### src/rtl/acia_rx_fifo_pkg.sv
// Shared definitions for the ACIA receive FIFO: the entry layout and the capture FSM states.
package acia_rx_fifo_pkg;

  localparam int ENT_W  = 10;
  localparam int ENT_FE = 8;
  localparam int ENT_PE = 9;

  typedef enum logic [1:0] {
    ST_IDLE = 2'd0,
    ST_CAPT = 2'd1,
    ST_ACK  = 2'd2
  } cap_state_e;

  function automatic logic [ENT_W-1:0] pack_entry(input logic [7:0] data,
                                                  input logic       fe,
                                                  input logic       pe);
    return {pe, fe, data};
  endfunction

endpackage

### src/rtl/acia_rx_fifo_sync2.sv
// Two-flop synchroniser with async active-low reset; ACIA logic advances on falling PHI2.
module acia_rx_fifo_sync2 (
  input  logic clk,
  input  logic rst_b,
  input  logic d,
  output logic q
);

  logic meta;

  always_ff @(negedge clk or negedge rst_b) begin
    if (!rst_b) begin
      meta <= 1'b0;
      q    <= 1'b0;
    end else begin
      meta <= d;
      q    <= meta;
    end
  end

endmodule

### src/rtl/acia_rx_fifo.sv
// ACIA receive FIFO: captures bytes from the serial receiver handshake and queues them
// for the CPU register file with a show-ahead head entry and a level interrupt.
//
// state   | meaning
// IDLE    | waiting for synchronised RXFULL
// CAPT    | one cycle: store the byte (or drop it and flag overrun), raise RXTAKEN
// ACK     | hold RXTAKEN until the receiver releases RXFULL
module acia_rx_fifo
  import acia_rx_fifo_pkg::*;
#(
  parameter int DEPTH = 16,
  parameter int AW    = 4
) (
  input  logic          PHI2,
  input  logic          RESET,
  input  logic          RXFULL,
  input  logic [7:0]    RXDATA,
  input  logic          FRAME,
  input  logic          PARITY,
  output logic          RXTAKEN,
  input  logic          RD_STB,
  input  logic          CLR_STB,
  input  logic          CLR_OVR,
  input  logic [AW:0]   THRESH,
  output logic [7:0]    DOUT,
  output logic          DFE,
  output logic          DPE,
  output logic          EMPTY,
  output logic          FULL,
  output logic [AW:0]   COUNT,
  output logic          OVERRUN,
  output logic          LVL_IRQ
);

  localparam logic [AW:0] DEPTH_C = (AW+1)'(DEPTH);

  logic [ENT_W-1:0] mem [DEPTH];
  logic [AW-1:0]    wr_ptr;
  logic [AW-1:0]    rd_ptr;
  logic [AW:0]      count;
  logic             overrun;
  logic             rxf_s;
  cap_state_e       state;
  logic             empty, full, pop, capt, wr_en, drop;
  logic [ENT_W-1:0] head;

  acia_rx_fifo_sync2 u_sync_rxf (
    .clk   (PHI2),
    .rst_b (RESET),
    .d     (RXFULL),
    .q     (rxf_s)
  );

  assign empty = (count == '0);
  assign full  = (count == DEPTH_C);
  assign pop   = RD_STB && !empty;
  assign capt  = (state == ST_CAPT);
  // A pop on the capture edge frees the slot, so a full FIFO can still accept.
  assign wr_en = capt && (!full || pop);
  assign drop  = capt && !wr_en;

  always_ff @(negedge PHI2 or negedge RESET) begin
    if (!RESET) begin
      state   <= ST_IDLE;
      RXTAKEN <= 1'b0;
    end else begin
      case (state)
        ST_IDLE: if (rxf_s) state <= ST_CAPT;
        ST_CAPT: begin
          RXTAKEN <= 1'b1;
          state   <= ST_ACK;
        end
        ST_ACK: if (!rxf_s) begin
          RXTAKEN <= 1'b0;
          state   <= ST_IDLE;
        end
        default: begin
          RXTAKEN <= 1'b0;
          state   <= ST_IDLE;
        end
      endcase
    end
  end

  always_ff @(negedge PHI2 or negedge RESET) begin
    if (!RESET) begin
      wr_ptr  <= '0;
      rd_ptr  <= '0;
      count   <= '0;
      overrun <= 1'b0;
    end else if (CLR_STB) begin
      wr_ptr  <= '0;
      rd_ptr  <= '0;
      count   <= '0;
      overrun <= 1'b0;
    end else begin
      if (wr_en) wr_ptr <= wr_ptr + 1'b1;
      if (pop)   rd_ptr <= rd_ptr + 1'b1;
      if (wr_en && !pop)      count <= count + 1'b1;
      else if (!wr_en && pop) count <= count - 1'b1;
      if (drop)         overrun <= 1'b1;
      else if (CLR_OVR) overrun <= 1'b0;
    end
  end

  always_ff @(negedge PHI2) begin
    if (wr_en && !CLR_STB) mem[wr_ptr] <= pack_entry(RXDATA, FRAME, PARITY);
  end

  assign head    = mem[rd_ptr];
  assign DOUT    = empty ? 8'h00 : head[7:0];
  assign DFE     = !empty && head[ENT_FE];
  assign DPE     = !empty && head[ENT_PE];
  assign EMPTY   = empty;
  assign FULL    = full;
  assign COUNT   = count;
  assign OVERRUN = overrun;
  assign LVL_IRQ = (THRESH != '0) && (count >= THRESH);

endmodule
### config.mk
export PLATFORM = sky130hd
export DESIGN_NAME = acia_rx_fifo
export DESIGN_NICKNAME = d
export VERILOG_FILES = /design/src/rtl/acia_rx_fifo_pkg.sv /design/src/rtl/acia_rx_fifo_sync2.sv /design/src/rtl/acia_rx_fifo.sv
export SDC_FILE = /design/constraint.sdc
export NUM_CORES = 1
export LEC_CHECK = 0
export CAP_MARGIN = 10
export CORE_AREA = 4 4 150 152
export CTS_CLUSTER_DIAMETER = 120
export CTS_CLUSTER_SIZE = 14
export DETAILED_ROUTE_END_ITERATION = 10
export DIE_AREA = 0 0 154 156
export GPL_TIMING_DRIVEN = 0
export PLACE_DENSITY = 0.53
export SLEW_MARGIN = 10
export SYNTH_ARGS = -nofsm -noshare
export SYNTH_HDL_FRONTEND = slang
export SYNTH_SLANG_ARGS = --single-unit
export TNS_END_PERCENT = 5
### constraint.sdc
create_clock -name PHI2 -period 5.4 [get_ports PHI2]
set_input_delay 1.08 -clock PHI2 [delete_from_list [all_inputs] [get_ports PHI2]]
set_output_delay 1.08 -clock PHI2 [all_outputs]
set_load 0.05 [all_outputs]
==> metrics.log <==
[metrics] HP Start: u_sync_rxf.meta$_DFF_NN0_
[metrics] TritonCTS clock tree: yes
[metrics] leakage component of the power: 3.906 nW
[metrics] routed length per placed instance: 18.49 um
[metrics] portion of the post-synthesis area used by sequential elements: 72.17%
[metrics] overall routing resource usage: 14.69%
[metrics] First-pass DRT Iterations: 4
[metrics] run status: finished, violations left
[metrics] Diodes inserted: 0
[metrics] first-pass GRT wire length: 26570 um
[metrics] failing checks: negative setup slack
[metrics] most common library cell in the layout ignoring fill and taps: inv_1
[metrics] Hold Path Depth: 0
[metrics] Netlist Area Pre-Place: 7316 um2
[metrics] Worst Setup Slack, final: -0.5999 ns
[metrics] path depth of the worst reg2reg path: 9
[metrics] vertical die dimension: 156 um
[metrics] deepest clock path buffer count: 2
[metrics] Synth Register Bits: 179
[metrics] critical path arrival: 4.92 ns
[metrics] count of unique library cells instantiated by Yosys: 37
[metrics] final worst clock skew: 0.07426 ns
[metrics] Post-DRT Antenna Nets: 0
[metrics] largest net degree at the start of global routing: 20
[metrics] Final setup violation count: 13
[metrics] synth-to-layout area growth: 37.10%
[metrics] slowest cell delay on critical path: 0.54 ns
[metrics] First DRT Iteration DRCs: 229
[metrics] hold violation total from the final report: 0
[metrics] slowest library cell on the worst path: mux4_2
[metrics] Post-Place Cell Area: 8234 um2
[metrics] clock latency at the later pin of the worst-skew pair: 0.47 ns
[metrics] area of the die: 24020 um2
[metrics] startpoint-to-endpoint class of the critical path: flop to output pin
[metrics] via count normalized by instance count: 4.756
[metrics] CTS clk-pin slew, worst paths: 0.05 ns
[metrics] count of synthesis-stage warnings from yosys: 0
[metrics] number of pins exceeding their max-slew limit in the final report: 0
[metrics] reg-to-reg startpoint: COUNT[1]$_DFFE_NN0P_
[metrics] total non-filler cell area in the finished layout: 10030 um2
[metrics] net count of the mapped netlist: 427
[metrics] hold slack final: 0.3015 ns
[metrics] Hold-fix buffers, CTS: 0
[metrics] Post-Syn Instances: 391
[metrics] reg-to-reg slack, setup: 2.57 ns
[metrics] root buffer selected by CTS: clkbuf_16
[metrics] IR drop worst, VDD: 0.2821 mV
[metrics] critical path capture point type: output pin
[metrics] Final HPWL DP: 10040 um
[metrics] global route overflow: 0
[metrics] vias in the first global route: 5062
[metrics] cell with the most instances on the worst path: buf_12
[metrics] count of input and output buffers: 39
[metrics] max-cap check violation count: 0
[metrics] Worst R2R End: COUNT[4]$_DFFE_NN0P_
[metrics] capture endpoint of the worst hold path: u_sync_rxf.q$_DFF_NN0_
[metrics] ordered cell list for the critical path: buf_12, buf_12, mux4_2, mux2i_4, o22ai_4, buf_6
[metrics] slew margin rel.: 42.28%
[metrics] number of antenna violations at the first check in global routing: 0
[metrics] Clock H-tree levels: 4
[metrics] initial core utilization: 34.80%
[metrics] wirelength, routed: 16810 um
[metrics] area of the core: 21020 um2
[metrics] count of pins on the block boundary: 41
[metrics] total power density per cell area: 496.8 nW/um2
[metrics] Syn Area/Cell: 18.71 um2
[metrics] fraction of layout cells with a size suffix above 1: 26.97%
[metrics] clock buffer count from CTS: 17
[metrics] count of vias placed by the detailed router: 4323
[metrics] Num Clock Sinks: 179
[metrics] global placement routability congestion: 0.7388
[metrics] combined buffer and inverter count along the critical path: 3
[metrics] transition time of the tightest slew-check pin: 0.8631 ns
[metrics] category of cells accounting for the largest share of critical-path delay: multiplexers
[metrics] number of rows in the core area: 53
[metrics] sort of element at the start of the critical path: flop
[metrics] net total in the final layout: 658
[metrics] DRC violations left: 0
[metrics] Hold Path Class: flop to flop
[metrics] worst endpoint required time: 4.32 ns
[metrics] worst-path maximum fanout: 8
[metrics] Die Wd: 154 um
[metrics] unrepaired setup endpoints after global routing: true
[metrics] top library cells by usage in the layout, fill and taps aside: 172 x inv_1, 160 x edfxtp_1, 40 x mux4_2
[Yosys cell counts]
library cell,n,area (um2)
xor2_1,2,17.52
o21ai_0,3,15.01
nand4_1,1,6.260
or4_1,1,7.510
ha_1,14,175.2
mux2_1,4,45.04
dfrtn_1,19,475.5
o22ai_1,11,68.82
a21oi_1,8,40.04
edfxtp_1,160,4805
nor2b_1,4,25.02
nand2_2,1,6.260
o21ai_4,1,16.27
inv_1,13,48.80
buf_2,4,20.02
fa_1,1,20.02
clkbuf_1,11,41.29
mux2i_1,21,210.2
nand2_1,8,30.03
and2_1,1,6.260
o211ai_1,1,7.510
nand2b_1,3,18.77
nand3_1,6,30.03
a31oi_1,1,6.260
a31oi_2,1,12.51
nor4_2,1,12.51
xnor2_1,5,43.79
clkbuf_2,1,5.000
o211ai_2,1,12.51
buf_1,1,3.750
or4_4,1,11.26
a21o_1,1,7.510
or3_1,4,25.02
o21ai_1,1,5.000
mux4_2,40,900.9
or2_2,1,6.260
nor2_1,34,127.6
[repair_timing]
action                                  4_1_cts  5_1_grt
endpoints found under the setup margin      185      160
gates resized for setup                     182       22
buffers inserted                              9        6
pin swaps                                     7        7
cloned                                        2        1
[routing by layer]
| metal | global-route usage [%] | wire [um] | up-vias |
|---|---|---|---|
| met5 | 0 | 0 | - |
| met4 | 7.569 | 218 | 0 |
| met3 | 4.799 | 500 | 14 |
| met2 | 23.90 | 8731 | 73 |
| met1 | 17.57 | 7358 | 2220 |
| li1 | - | - | 2016 |
[stage by stage]
stage / cells / util [%] / power [mW] / TNS [ns] / setup WS [ns]
detailed placement: 705 / 39.17 / 3.207 / -191.64 / -1.497
global placement: 705 / 39.17 / 3.191 / -188.46 / -1.490
CTS: 904 / 47.50 / 5.010 / -13.86 / -0.6474
floorplan: 391 / - / 2.825 / -5.159 / -0.4578
finish: 909 / 47.71 / 4.983 / -6.241 / -0.5999
global route: 909 / 47.71 / 5.315 / -7.182 / -0.6569
[how the worst max path moves through the flow]
stage | from | to | slack, ns | cells after the start
floorplan | COUNT[1]$_DFFE_NN0P_ | DFE | -0.46 | 5
global placement | rd_ptr[0]$_DFFE_NN0P_ | DOUT[3] | -1.49 | 6
detailed placement | rd_ptr[0]$_DFFE_NN0P_ | DOUT[3] | -1.50 | 6
CTS | rd_ptr[0]$_DFFE_NN0P_ | DOUT[7] | -0.65 | 7
global route | rd_ptr[0]$_DFFE_NN0P_ | DOUT[0] | -0.66 | 6
finish | rd_ptr[0]$_DFFE_NN0P_ | DOUT[3] | -0.60 | 6
[kinds of logic (layout without fill, tap and decap cells)]
family	after synthesis	after routing	share of synthesized area, %
AO/OA/AOI/OAI	29	29	2.617
XOR/XNOR	7	7	0.8381
adder cells (fa/ha/maj)	15	15	2.668
buffers and inverters	30	273	1.625
flip-flops	179	179	72.17
multiplexers	65	65	15.80
AND/OR/NAND/NOR	66	66	4.276
[area by class of cell]
class / instances / area [um2]
Buffer: 15 / 191.4
Clock buffer: 17 / 425.4
Sequential cell: 179 / 5280
Fill cell: 1834 / 10990
Multi-Input combinational cell: 182 / 2417
Tap cell: 275 / 344.1
Clock inverter: 174 / 778.2
Inverter: 12 / 45.04
Timing Repair Buffer: 55 / 548.0
[worst reg2reg max path: cells and delay by family (launching register included)]
family | cells | cell delay, ns
simple gates | 5 | 1.38
compound gates | 3 | 0.61
fa+ha+maj | 1 | 0.46
flops | 1 | 0.41
[where the power goes]
group,leakage (nW),switching [mW],internal [mW]
Sequential,1.69,0.0435,1.58
Combinational,1.07,0.911,0.747
Clock,1.15,0.880,0.826
Total,3.91,1.83,3.15
[state kept, by name (all words and copies together), names as in the netlist, 2 cells and up]
name and count:
mem 160, COUNT 5, rd_ptr 4, wr_ptr 4, state 2
No activity file was read; power rests on OpenSTA's default activity.
